`src/rtl/fl_output_packer_pkg.sv`:
```
// Shared types and field layout for the FrameLink output packer.
// Header/trailer offsets are kept here so host-side software decoders can mirror them.
package fl_output_packer_pkg;

    typedef enum logic [2:0] {
        ST_IDLE,
        ST_HEADER,
        ST_DATA,
        ST_TRAILER,
        ST_DISCARD
    } state_t;

    localparam int unsigned HDR_ENDPOINT_LSB = 0;
    localparam int unsigned HDR_TYPE_LSB     = 8;
    localparam int unsigned HDR_SEQ_LSB      = 16;

    localparam int unsigned TRL_BYTES_LSB    = 0;
    localparam int unsigned TRL_PARTS_LSB    = 16;
    localparam int unsigned TRL_BSAT_BIT     = 24;
    localparam int unsigned TRL_SOFV_BIT     = 25;

    localparam logic [15:0] BYTE_CNT_MAX     = 16'hFFFF;
    localparam logic [7:0]  PART_CNT_MAX     = 8'hFF;

endpackage

```
`src/rtl/fl_packer_counters.sv`:
```
// Saturating byte/part counters and sticky error flags for one captured frame.
module fl_packer_counters
    import fl_output_packer_pkg::*;
#(
    parameter int unsigned DATA_WIDTH = 32,
    parameter int unsigned REM_W      = $clog2(DATA_WIDTH / 8)
) (
    input  logic             i_clk,
    input  logic             i_rst_n,
    input  logic             i_clear,
    input  logic             i_update,
    input  logic             i_eop,
    input  logic [REM_W-1:0] i_rem,
    input  logic             i_sof_viol,
    output logic [15:0]      o_byte_cnt,
    output logic [7:0]       o_part_cnt,
    output logic             o_byte_sat,
    output logic             o_sof_viol
);

    localparam logic [16:0] WORD_BYTES = 17'(DATA_WIDTH / 8);

    logic [15:0] r_byte_cnt;
    logic [7:0]  r_part_cnt;
    logic        r_byte_sat;
    logic        r_sof_viol;
    logic [16:0] w_inc;
    logic [16:0] w_sum;

    // One extra bit on the sum makes overflow detection a plain compare.
    always_comb begin
        w_inc = i_eop ? (17'(i_rem) + 17'd1) : WORD_BYTES;
        w_sum = {1'b0, r_byte_cnt} + w_inc;
    end

    always_ff @(posedge i_clk or negedge i_rst_n) begin
        if (!i_rst_n) begin
            r_byte_cnt <= '0;
            r_part_cnt <= '0;
            r_byte_sat <= 1'b0;
            r_sof_viol <= 1'b0;
        end else if (i_clear) begin
            r_byte_cnt <= '0;
            r_part_cnt <= '0;
            r_byte_sat <= 1'b0;
            r_sof_viol <= 1'b0;
        end else if (i_update) begin
            if (w_sum > {1'b0, BYTE_CNT_MAX}) begin
                r_byte_cnt <= BYTE_CNT_MAX;
                r_byte_sat <= 1'b1;
            end else begin
                r_byte_cnt <= w_sum[15:0];
            end
            if (i_eop && (r_part_cnt != PART_CNT_MAX)) begin
                r_part_cnt <= r_part_cnt + 8'd1;
            end
            if (i_sof_viol) begin
                r_sof_viol <= 1'b1;
            end
        end
    end

    assign o_byte_cnt = r_byte_cnt;
    assign o_part_cnt = r_part_cnt;
    assign o_byte_sat = r_byte_sat;
    assign o_sof_viol = r_sof_viol;

endmodule

```
`src/rtl/fl_output_packer.sv`:
```
// Captures frames leaving the DUT and forwards them to the host wrapped in
// a header (endpoint/type/sequence) and a trailer (bytes/parts/error flags).
module fl_output_packer
    import fl_output_packer_pkg::*;
#(
    parameter int unsigned DATA_WIDTH  = 32,
    parameter logic [7:0]  ENDPOINT_ID = 8'h00,
    parameter logic [7:0]  TRANS_TYPE  = 8'h01,
    localparam int unsigned REM_W      = $clog2(DATA_WIDTH / 8)
) (
    input  logic                  CLK,
    input  logic                  RESET_N,
    input  logic                  ENABLE,
    input  logic [DATA_WIDTH-1:0] RX_DATA,
    input  logic [REM_W-1:0]      RX_REM,
    input  logic                  RX_SOF_N,
    input  logic                  RX_EOF_N,
    input  logic                  RX_SOP_N,
    input  logic                  RX_EOP_N,
    input  logic                  RX_SRC_RDY_N,
    output logic                  RX_DST_RDY_N,
    output logic [DATA_WIDTH-1:0] TX_DATA,
    output logic [REM_W-1:0]      TX_REM,
    output logic                  TX_SOF_N,
    output logic                  TX_EOF_N,
    output logic                  TX_SOP_N,
    output logic                  TX_EOP_N,
    output logic                  TX_SRC_RDY_N,
    input  logic                  TX_DST_RDY_N,
    output logic [15:0]           SEQ_NUM
);

    state_t      r_state;
    state_t      w_state_nxt;
    logic [15:0] r_seq;
    logic        r_first;
    logic        w_hdr_xfer;
    logic        w_data_xfer;
    logic        w_trl_xfer;
    logic [15:0] w_byte_cnt;
    logic [7:0]  w_part_cnt;
    logic        w_byte_sat;
    logic        w_sof_viol;

    assign w_hdr_xfer  = (r_state == ST_HEADER)  && !TX_DST_RDY_N;
    assign w_data_xfer = (r_state == ST_DATA)    && !RX_SRC_RDY_N && !TX_DST_RDY_N;
    assign w_trl_xfer  = (r_state == ST_TRAILER) && !TX_DST_RDY_N;

    fl_packer_counters #(
        .DATA_WIDTH (DATA_WIDTH),
        .REM_W      (REM_W)
    ) u_counters (
        .i_clk      (CLK),
        .i_rst_n    (RESET_N),
        .i_clear    (w_trl_xfer),
        .i_update   (w_data_xfer),
        .i_eop      (!RX_EOP_N),
        .i_rem      (RX_REM),
        .i_sof_viol (!RX_SOF_N && !r_first),
        .o_byte_cnt (w_byte_cnt),
        .o_part_cnt (w_part_cnt),
        .o_byte_sat (w_byte_sat),
        .o_sof_viol (w_sof_viol)
    );

    // r_first marks the frame's own SOF word, which is the one SOF that is not a violation.
    always_ff @(posedge CLK or negedge RESET_N) begin
        if (!RESET_N) begin
            r_state <= ST_IDLE;
            r_seq   <= '0;
            r_first <= 1'b0;
        end else begin
            r_state <= w_state_nxt;
            if (w_trl_xfer) begin
                r_seq <= r_seq + 16'd1;
            end
            if (w_hdr_xfer) begin
                r_first <= 1'b1;
            end else if (w_data_xfer) begin
                r_first <= 1'b0;
            end
        end
    end

    always_comb begin
        w_state_nxt  = r_state;
        TX_DATA      = '0;
        TX_REM       = '0;
        TX_SOF_N     = 1'b1;
        TX_EOF_N     = 1'b1;
        TX_SOP_N     = 1'b1;
        TX_EOP_N     = 1'b1;
        TX_SRC_RDY_N = 1'b1;
        RX_DST_RDY_N = 1'b1;
        case (r_state)
            ST_IDLE: begin
                if (!RX_SRC_RDY_N) begin
                    if (RX_SOF_N) begin
                        RX_DST_RDY_N = 1'b0;
                    end else begin
                        w_state_nxt = ENABLE ? ST_HEADER : ST_DISCARD;
                    end
                end
            end
            ST_HEADER: begin
                TX_DATA[HDR_ENDPOINT_LSB +: 8] = ENDPOINT_ID;
                TX_DATA[HDR_TYPE_LSB +: 8]     = TRANS_TYPE;
                TX_DATA[HDR_SEQ_LSB +: 16]     = r_seq;
                TX_REM       = '1;
                TX_SOF_N     = 1'b0;
                TX_SOP_N     = 1'b0;
                TX_EOP_N     = 1'b0;
                TX_SRC_RDY_N = 1'b0;
                if (w_hdr_xfer) begin
                    w_state_nxt = ST_DATA;
                end
            end
            ST_DATA: begin
                TX_DATA      = RX_DATA;
                TX_REM       = RX_REM;
                TX_SOP_N     = RX_SOP_N;
                TX_EOP_N     = RX_EOP_N;
                TX_SRC_RDY_N = RX_SRC_RDY_N;
                RX_DST_RDY_N = TX_DST_RDY_N;
                if (w_data_xfer && !RX_EOF_N) begin
                    w_state_nxt = ST_TRAILER;
                end
            end
            ST_TRAILER: begin
                TX_DATA[TRL_BYTES_LSB +: 16] = w_byte_cnt;
                TX_DATA[TRL_PARTS_LSB +: 8]  = w_part_cnt;
                TX_DATA[TRL_BSAT_BIT]        = w_byte_sat;
                TX_DATA[TRL_SOFV_BIT]        = w_sof_viol;
                TX_REM       = '1;
                TX_EOF_N     = 1'b0;
                TX_SOP_N     = 1'b0;
                TX_EOP_N     = 1'b0;
                TX_SRC_RDY_N = 1'b0;
                if (w_trl_xfer) begin
                    w_state_nxt = ST_IDLE;
                end
            end
            ST_DISCARD: begin
                RX_DST_RDY_N = 1'b0;
                if (!RX_SRC_RDY_N && !RX_EOF_N) begin
                    w_state_nxt = ST_IDLE;
                end
            end
            default: begin
                w_state_nxt = ST_IDLE;
            end
        endcase
    end

    assign SEQ_NUM = r_seq;

endmodule

```
`config.mk`:
```
export PLATFORM = sky130hd
export DESIGN_NAME = fl_output_packer
export DESIGN_NICKNAME = d
export VERILOG_FILES = /design/src/rtl/fl_output_packer_pkg.sv /design/src/rtl/fl_packer_counters.sv /design/src/rtl/fl_output_packer.sv
export SDC_FILE = /design/constraint.sdc
export NUM_CORES = 1
export LEC_CHECK = 0
export BUFFER_PORTS_ARGS = -buffer_cell sky130_fd_sc_hd__buf_2
export CAP_MARGIN = 20
export CORE_MARGIN = 2
export CORE_UTILIZATION = 51
export CTS_CLUSTER_SIZE = 12
export DETAILED_ROUTE_END_ITERATION = 6
export PLACE_DENSITY = 0.86
export SKIP_CTS_REPAIR_TIMING = 1
export SLEW_MARGIN = 20
export SYNTH_ARGS = -nofsm -noshare
export SYNTH_HDL_FRONTEND = slang
export SYNTH_HIERARCHICAL = 1
export SYNTH_SLANG_ARGS = --single-unit
```
`constraint.sdc`:
```
create_clock -name CLK -period 2.96 [get_ports CLK]
set_clock_uncertainty 0.2 [all_clocks]
set_input_delay 0.74 -clock CLK [delete_from_list [all_inputs] [get_ports CLK]]
set_output_delay 0.74 -clock CLK [all_outputs]
set_load 0.02 [all_outputs]
```
==> results of run 1 <==
[critical path, delay by kind of cell (launching register included)]
kind                   cells  cell delay (ns)
AO/OA/AOI/OAI              1             0.18
buffers and inverters      3             0.67
flip-flops                 1             0.39
AND/OR/NAND/NOR            1             0.25
[sequential cells by signal, indices dropped and copies added (netlist names)]
register / cells
SEQ_NUM: 16
r_first: 1
r_state: 3
u_counters/o_byte_cnt: 16
u_counters/o_byte_sat: 1
u_counters/o_part_cnt: 8
u_counters/o_sof_viol: 1
[cells by family (layout without fill, tap and decap cells)]
family	Yosys count	after routing	synth area share, %
and+or+nand+nor	131	131	24.0
AOI/OAI and AO/OA	88	88	20.6
DFF	46	46	37.4
buffers and inverters	38	134	5.24
xor gates and xnor gates	19	19	5.40
muxes	13	13	4.30
adders and majority gates	7	7	3.09
[report_power, final]
group / internal, mW / switching [mW] / leakage [nW]
Combinational: 0.427 / 0.686 / 1.20
Clock: 0.159 / 0.202 / 0.0438
Sequential: 0.721 / 0.145 / 0.610
[Yosys cell counts (all sizes together), types with 2 or more instances]
master / count
and4: 6
mux2i: 11
nor3b: 3
a22o: 21
clkbuf: 11
a211oi: 6
mux2: 2
and3: 7
ha: 6
a21oi: 26
a41oi: 4
nand3: 11
or3: 3
xnor2: 13
inv: 17
or2: 3
nor2: 44
a31oi: 9
o21bai: 2
buf: 10
and2: 2
nor4: 2
nand2b: 2
a311oi: 8
nand2: 17
xor2: 6
dfrtp: 46
nor2b: 5
nand4: 8
nor3: 13
o21ai: 4
[stage by stage]
stage	util (%)	area, sq um	hold slack [ns]	power, mW	setup TNS [ns]
6_report	63.9	3760	0.151	2.34	0
2_1_floorplan	-	3080	0.244	1.61	0
5_1_grt	63.9	3760	0.168	2.50	0
4_1_cts	63.9	3760	0.153	2.35	0
3_3_place_gp	62.5	3680	0.277	1.95	0
3_5_place_dp	62.5	3680	0.288	1.99	-0.152
[worst paths after layout]
path | from | endpoint | slack [ns] | cells after the start
worst max-delay path | r_state[1] | TX_DATA[5] | 0.22 | 5
max in group asynchronous | RESET_N | r_state[0] | 1.69 | 2
worst max register to register | r_state[2] | SEQ_NUM[7] | 0.39 | 6
worst min-delay path | RESET_N | SEQ_NUM[12] | 0.15 | 1
min in group CLK | SEQ_NUM[15] | SEQ_NUM[15] | 0.29 | 1
worst min register to register | SEQ_NUM[15] | SEQ_NUM[15] | 0.29 | 1
[final cells by class]
cell class              count  area, sq um
clock buffers               5         68.8
clock inverters             2         10.0
fillers                   500         2130
inverters                  17         63.8
multi-input cells         258         1780
flip-flops and latches     46         1150
well taps                  75         93.8
repair buffers            110          593
[layer usage]
layer	track usage, %	up-vias	share of wire [%]	wire, um
met1	33.4	1417	42	3450
met2	39.7	118	49	4000
li1	-	1444	-	-
met4	11.2	0	2.5	201
met5	0	-	0	0
met3	3.41	20	5.9	476
==> summary.md, run 1 <==
| Metric | Value |
|---|---|
| Status | complete, no violations |
| Netlist cell types | 58 |
| First-pass GRT wire length | 12900 um |
| CTS max path bufs | 2 |
| Final non-filler cell total | 513 |
| Seq/Total Area, Yosys | 37.4% |
| Crit. End Element | output pin |
| Required @ worst endpoint | 2.02 ns |
| Placeable Area | 0.00589 sq mm |
| Root Driver | clkbuf_8 |
| Vias in the first global route | 2748 |
| Clock Latency Late Sink | 0.30 ns |
| Synthesis Warnings | 6 |
| Num rows | 28 |
| Area Overhead vs Synth | 22.0% |
| CP peak stage delay | 0.39 ns |
| Post-synthesis sequential element count | 46 |
| Via Count | 2999 |
| Power Density | 623 mW/mm^2 |
| Final setup vio count | 0 |
| Cts bufs inserted | 5 |
| Worst-margin pin slew | 0.494 ns |
| Starting DRT DRC Count | 314 |
| Synth async-reset ratio | 100% |
| IO Count | 99 |
| TritonCTS clock tree | built |
| DR pass1 iterations | 4 |
| Relative slew slack | 67.0% |
| IO Port Bufs | 98 |
| H-tree Lvls | 2 |
| Final hold violation count | 0 |
| Gpl congestion | 0.922 |
| CP Class | reg -> out |
| Synth area leaders | dfrtp_1, a22o_1, nor2_1 |
| Cells after Synth | 342 |
| DR vias/cell | 5.85 |
| Post-Syn Area | 0.00308 sq mm |
| CP max-delay cell | dfrtp_1 |
| # clock sinks | 46 |
| Routed Antenna Nets | 0 |
| Period utilization | 92.4% |
| Maxcap violations | 0 |
| RSZ-0062 raised after global routing | false |
| Post-synth EDFFs | 0 |
| Most frequent cells in the layout | buf_2, dfrtp_1, nor2_1, a21oi_1, a22o_1 |
| Tmin final | 2.74 ns |
| Most used flip-flop cell after synthesis | dfrtp_1 |
| Tot GR Track Use | 24.8% |
| Area share of the largest cell type after synthesis | 37.4% |
| CTS clk-pin slew, worst paths | 0.08 ns |
| Mean area per synthesized cell | 9.01 sq um |
| Die X | 81.7 um |
| CP Launch Type | flop |
| WL final | 8130 um |
| Cells after DPL | 506 |
| Avg WL per Cell | 15.8 um |
| DIE AREA | 0.00668 sq mm |
| Synth area leader | dfrtp_1 |
| Final HPWL DP | 5980 um |
| Worst-path cell chain | inv_1, nor3_2, buf_4, a22o_1, buf_2 |
| Final nets | 488 |
| Initial antenna violation count | 0 |
| Die Y | 81.7 um |
| Final setup margin | 0.224 ns |
| Syn Nets | 392 |
| Arrival @ worst endpoint | 1.80 ns |
| Antenna diodes | 0 |
| P_leak | 1.85 nW |
| Hold WC Path Type | in -> async |
| Worst vdd ir | 0.406 mV |
| Max FO, Critical Path | 21 |
| GRT Residual Overflow | 0 |
| Max-slew violation count | 0 |
| Residual DRC count | 0 |
| Pre-CTS setup slack | -0.0563 ns |
| Initial Util | 52.4% |
| Largest net degree at the start of global routing | 31 |
| Commonest non-fill, non-tap cell in the layout | buf_2 |
| Layout cells sized above 1 | 30.6% |
| FMAX | 0.366 GHz |
Power figures use the tool's default switching activity.
==> run 2, diff against run 1 <==
--- a/config.mk
+++ b/config.mk
@@ -5,13 +5,14 @@
 export SDC_FILE = /design/constraint.sdc
 export NUM_CORES = 1
 export LEC_CHECK = 0
+export ABC_AREA = 1
 export BUFFER_PORTS_ARGS = -buffer_cell sky130_fd_sc_hd__buf_2
 export CAP_MARGIN = 20
 export CORE_MARGIN = 2
-export CORE_UTILIZATION = 51
+export CORE_UTILIZATION = 55
 export CTS_CLUSTER_SIZE = 12
 export DETAILED_ROUTE_END_ITERATION = 6
-export PLACE_DENSITY = 0.86
+export PLACE_DENSITY = 0.9
 export SKIP_CTS_REPAIR_TIMING = 1
 export SLEW_MARGIN = 20
 export SYNTH_ARGS = -nofsm -noshare
==> constraint.sdc (replaced) <==
create_clock -name CLK -period 3.4 [get_ports CLK]
set_clock_uncertainty 0.2 [all_clocks]
set_input_delay 0.85 -clock CLK [delete_from_list [all_inputs] [get_ports CLK]]
set_output_delay 0.85 -clock CLK [all_outputs]
set_load 0.02 [all_outputs]
==> summary.md, run 2 <==
| Metric | Value |
|---|---|
| # clock sinks | 46 |
| Post-synthesis sequential element count | 46 |
| Netlist cell types | 37 |
| Cts bufs inserted | 5 |
| Placed cell areas | 0.00389 sq mm |
| Power Density | 535 mW/mm^2 |
| Final nets | 615 |
| H-tree Lvls | 2 |
| Vias in the first global route | 3309 |
| Most used flip-flop cell after synthesis | dfrtp_1 |
| CP Launch Type | flop |
| Routed Antenna Nets | 0 |
| Max-slew violation count | 0 |
| Final setup margin | 0.441 ns |
| Antenna diodes | 0 |
| Gpl congestion | 1.00 |
| Top-count cell post-synth | nand2_1 |
| Initial antenna violation count | 0 |
| Required @ worst endpoint | 2.35 ns |
| Min-delay src | u_counters/o_sof_viol |
| Clock Latency Late Sink | 0.30 ns |
| Fin Hold WS | 0.309 ns |
| CTS max path bufs | 2 |
| Status | complete, no violations |
| R2R setup slack | 0.79 ns |
| Residual DRC count | 0 |
| RR Endpoint | u_counters/o_part_cnt[2] |
| Syn Nets | 516 |
| Seq/Total Area, Yosys | 34.3% |
| Tot GR Track Use | 27.8% |
| CTS clk-pin slew, worst paths | 0.09 ns |
| DR vias/cell | 5.49 |
| Cells after DPL | 633 |
| Area Overhead vs Synth | 19.4% |
| Commonest cells post-synth | nand2_1, dfrtp_1, inv_1, nor2_1, nand3_1 |
| Pre-CTS setup slack | 0.398 ns |
| Post-Syn Area | 0.00336 sq mm |
| Die X | 82.1 um |
| Final non-filler cell total | 640 |
| Most frequent cells in the layout | nand2_1, buf_2, dfrtp_1, inv_1, nor2_1 |
| Worst-margin pin slew | 0.773 ns |
| FMAX | 0.338 GHz |
| Max FO, Critical Path | 13 |
| Design area | 0.00401 sq mm |
| Setup crit start | r_state[2] |
| Synthesis Warnings | 6 |
| Root Driver | clkbuf_8 |
| Avg WL per Cell | 13.7 um |
| Hold WC Path Type | reg -> reg |
| Synth async-reset ratio | 100% |
| IO Count | 99 |
| TritonCTS clock tree | built |
| Num rows | 28 |
| Via Count | 3515 |
| Synth area leader | dfrtp_1 |
| Final hold violation count | 0 |
| Worst vdd ir | 0.310 mV |
| Start of the worst register-to-register path | r_state[2] |
| IO Port Bufs | 98 |
| DR pass1 iterations | 5 |
| Placeable Area | 0.00592 sq mm |
| First-pass GRT wire length | 14600 um |
| Register-to-Register Path Depth | 12 |
| Period utilization | 87.0% |
| Final HPWL DP | 6540 um |
| Tmin final | 2.96 ns |
| Largest net degree at the start of global routing | 47 |
| Arrival @ worst endpoint | 1.91 ns |
| FILL cells | 497 |
| Mean area per synthesized cell | 7.20 sq um |
| Layout cells sized above 1 | 26.4% |
| P_leak | 2.20 nW |
| CP endpoint | TX_DATA[30] |
| Final setup vio count | 0 |
| Maxcap violations | 0 |
| Commonest non-fill, non-tap cell in the layout | nand2_1 |
| Relative slew slack | 48.3% |
| DIE AREA | 0.00674 sq mm |
| Cells after Synth | 466 |
| Crit. End Element | output pin |
| Total negative slack | 0 ns |
| Initial Util | 56.7% |
| Die Y | 82.1 um |
| Starting DRT DRC Count | 242 |
| Area share of the largest cell type after synthesis | 34.3% |
| GRT Residual Overflow | 0 |
| CP Class | reg -> out |
| RSZ-0062 raised after global routing | false |
| Synth area leaders | dfrtp_1, nand2_1, inv_1 |
| Post-synth EDFFs | 0 |
| WL final | 8770 um |
## run 2: stage by stage
step	utilization [%]	power, mW
finish	67.6	2.14
global route	67.6	2.29
CTS	67.6	2.15
detailed placement	65.7	1.72
global placement	65.7	1.70
floorplan	-	1.43
## run 2: area by class of cell
type	instances	area [sq um]	area share, %
Multi-Input combinational cell	364	1940	48.5
Clock inverter	1	30.0	0.750
Inverter	44	165	4.12
Tap cell	75	93.8	2.34
Sequential cell	46	1150	28.7
Timing Repair Buffer	104	538	13.4
Clock buffer	6	82.6	2.06
## run 2: critical path: stages (launching register included)
cell and delay, ns:
dfrtp_1 0.51, nor2_4 0.21, inv_2 0.08, nor2_4 0.24, inv_2 0.19, o21ai_1 0.18
buf_2 0.19
## run 2: worst min path at each step
| stage | endpoint | slack (ns) | depth (start not counted) |
|---|---|---|---|
| floorplan | u_counters/o_byte_sat | 0.26 | 2 |
| global placement | SEQ_NUM[15] | 0.28 | 2 |
| detailed placement | u_counters/o_sof_viol | 0.29 | 2 |
| CTS | u_counters/o_sof_viol | 0.31 | 2 |
| global route | u_counters/o_sof_viol | 0.34 | 2 |
| finish | u_counters/o_sof_viol | 0.31 | 2 |
## run 2: kinds of logic after synthesis
group | share of synthesized area, %
AND/OR/NAND/NOR | 38.2
buffers and inverters | 7.83
adder cells (fa/ha/maj) | 2.83
AO/OA/AOI/OAI | 12.9
XOR/XNOR | 3.92
flip-flops | 34.3
## run 2: where the power goes
| part | leakage, nW | switching (mW) | total, mW | internal [mW] |
|---|---|---|---|---|
| combinational | 1.53 | 0.655 | 0.987 | 0.331 |
| sequential | 0.605 | 0.110 | 0.733 | 0.624 |
| clock | 0.0573 | 0.186 | 0.421 | 0.235 |
| total | 2.20 | 0.951 | 2.14 | 1.19 |
## run 2: routing by layer
metal	up-vias	GRT usage, %	wire (um)
met4	0	10.5	165
met3	21	5.11	669
li1	1706	-	-
met2	161	48.9	4290
met1	1627	33.9	3640
met5	-	0	0
==> run 3, diff against run 2 <==
--- a/config.mk
+++ b/config.mk
@@ -5,14 +5,14 @@
 export SDC_FILE = /design/constraint.sdc
 export NUM_CORES = 1
 export LEC_CHECK = 0
-export ABC_AREA = 1
 export BUFFER_PORTS_ARGS = -buffer_cell sky130_fd_sc_hd__buf_2
 export CAP_MARGIN = 20
 export CORE_MARGIN = 2
 export CORE_UTILIZATION = 55
 export CTS_CLUSTER_SIZE = 12
 export DETAILED_ROUTE_END_ITERATION = 6
-export PLACE_DENSITY = 0.9
+export GPL_ROUTABILITY_DRIVEN = 0
+export PLACE_DENSITY = 0.91
 export SKIP_CTS_REPAIR_TIMING = 1
 export SLEW_MARGIN = 20
 export SYNTH_ARGS = -nofsm -noshare
==> summary.md, run 3 (synthesis results as in run 1) <==
| Metric | Value |
|---|---|
| Avg WL per Cell | 16.2 um |
| Routed Antenna Nets | 0 |
| Antenna diodes | 0 |
| RSZ-0062 raised after global routing | false |
| Initial Util | 56.3% |
| Max FO, Critical Path | 25 |
| Commonest non-fill, non-tap cell in the layout | buf_2 |
| Final setup margin | 0.341 ns |
| DIE AREA | 0.00622 sq mm |
| Largest net degree at the start of global routing | 47 |
| Area Overhead vs Synth | 21.2% |
| IO Port Bufs | 98 |
| DR pass1 iterations | 4 |
| CTS clk-pin slew, worst paths | 0.08 ns |
| R2R setup slack | 0.68 ns |
| Clock Latency Late Sink | 0.30 ns |
| Tmin final | 3.06 ns |
| WL final | 8220 um |
| Tot GR Track Use | 26.7% |
| Residual DRC count | 0 |
| Start of the worst register-to-register path | r_state[0] |
| Die X | 78.9 um |
| Fin util | 68.2% |
| Arrival @ worst endpoint | 2.01 ns |
| CTS max path bufs | 2 |
| Period utilization | 90.0% |
| Overall Power | 2.04 mW |
| Worst-margin pin slew | 0.683 ns |
| FILL cells | 431 |
| Required @ worst endpoint | 2.35 ns |
| # clock sinks | 46 |
| CP Class | reg -> out |
| Via Count | 3068 |
| Cts bufs inserted | 5 |
| Setup crit start | r_state[0] |
| Pre-CTS setup slack | 0.273 ns |
| Worst vdd ir | 0.433 mV |
| TritonCTS clock tree | built |
| Design area | 0.00373 sq mm |
| Layout cells sized above 1 | 30.3% |
| Placed cell areas | 0.00365 sq mm |
| Relative slew slack | 54.4% |
| Power Density | 547 mW/mm^2 |
| Final hold violation count | 0 |
| H-tree Lvls | 2 |
| Placeable Area | 0.00547 sq mm |
| Fin Hold WS | 0.296 ns |
| Maxcap violations | 0 |
| Root Driver | clkbuf_8 |
| Initial antenna violation count | 0 |
| Die Y | 78.9 um |
| Final setup vio count | 0 |
| IO Count | 99 |
| Crit. End Element | output pin |
| Num rows | 27 |
| DR vias/cell | 6.04 |
| First-pass GRT wire length | 13300 um |
| Max-slew violation count | 0 |
| Vias in the first global route | 2910 |
| Final HPWL DP | 6050 um |
| Cells after DPL | 501 |
| Final nets | 486 |
| Min-delay src | SEQ_NUM[15] |
| P_leak | 1.83 nW |
| Starting DRT DRC Count | 273 |
| CP Launch Type | flop |
| Total negative slack | 0 ns |
| FMAX | 0.327 GHz |
| Final non-filler cell total | 508 |
| GRT Residual Overflow | 0 |
| Status | complete, no violations |
| Hold WC Path Type | reg -> reg |
| Most frequent cells in the layout | buf_2, dfrtp_1, nor2_1, a21oi_1, a22o_1 |
-- run 3: cell type report --
class | count | area [sq um] | share of cell area [%]
clock buffer | 6 | 72.6 | 1.94
clock inverter | 1 | 7.51 | 0.201
inverter | 17 | 63.8 | 1.71
multi-input combinational | 258 | 1780 | 47.7
sequential | 46 | 1150 | 30.8
tap | 72 | 90.1 | 2.41
timing repair buffer | 108 | 568 | 15.2
-- run 3: path summary, 6_finish.rpt --
kind,to,cells after the start
setup / recovery,TX_DATA[29],5
setup reg to reg,u_counters/o_part_cnt[5],7
min in group asynchronous,u_counters/o_part_cnt[5],1
hold / removal,SEQ_NUM[15],1
max in group asynchronous,SEQ_NUM[13],1
hold reg to reg,SEQ_NUM[15],1
-- run 3: critical path: stages, from the launching register on --
cell,delay [ns]
dfrtp_1,0.36
buf_4,0.31
nor2b_1,0.21
nor2b_1,0.45
a22o_1,0.23
buf_2,0.16
-- run 3: power by group --
part           switching [mW]  internal, mW
clock                   0.176         0.141
combinational           0.616         0.369
sequential              0.112         0.628
-- run 3: metal layers --
layer / share of wire [%] / track usage, %
met1: 41 / 34.4
met2: 51 / 45.7
met3: 6.3 / 4.66
met4: 1.6 / 8.45
met5: 0 / 0
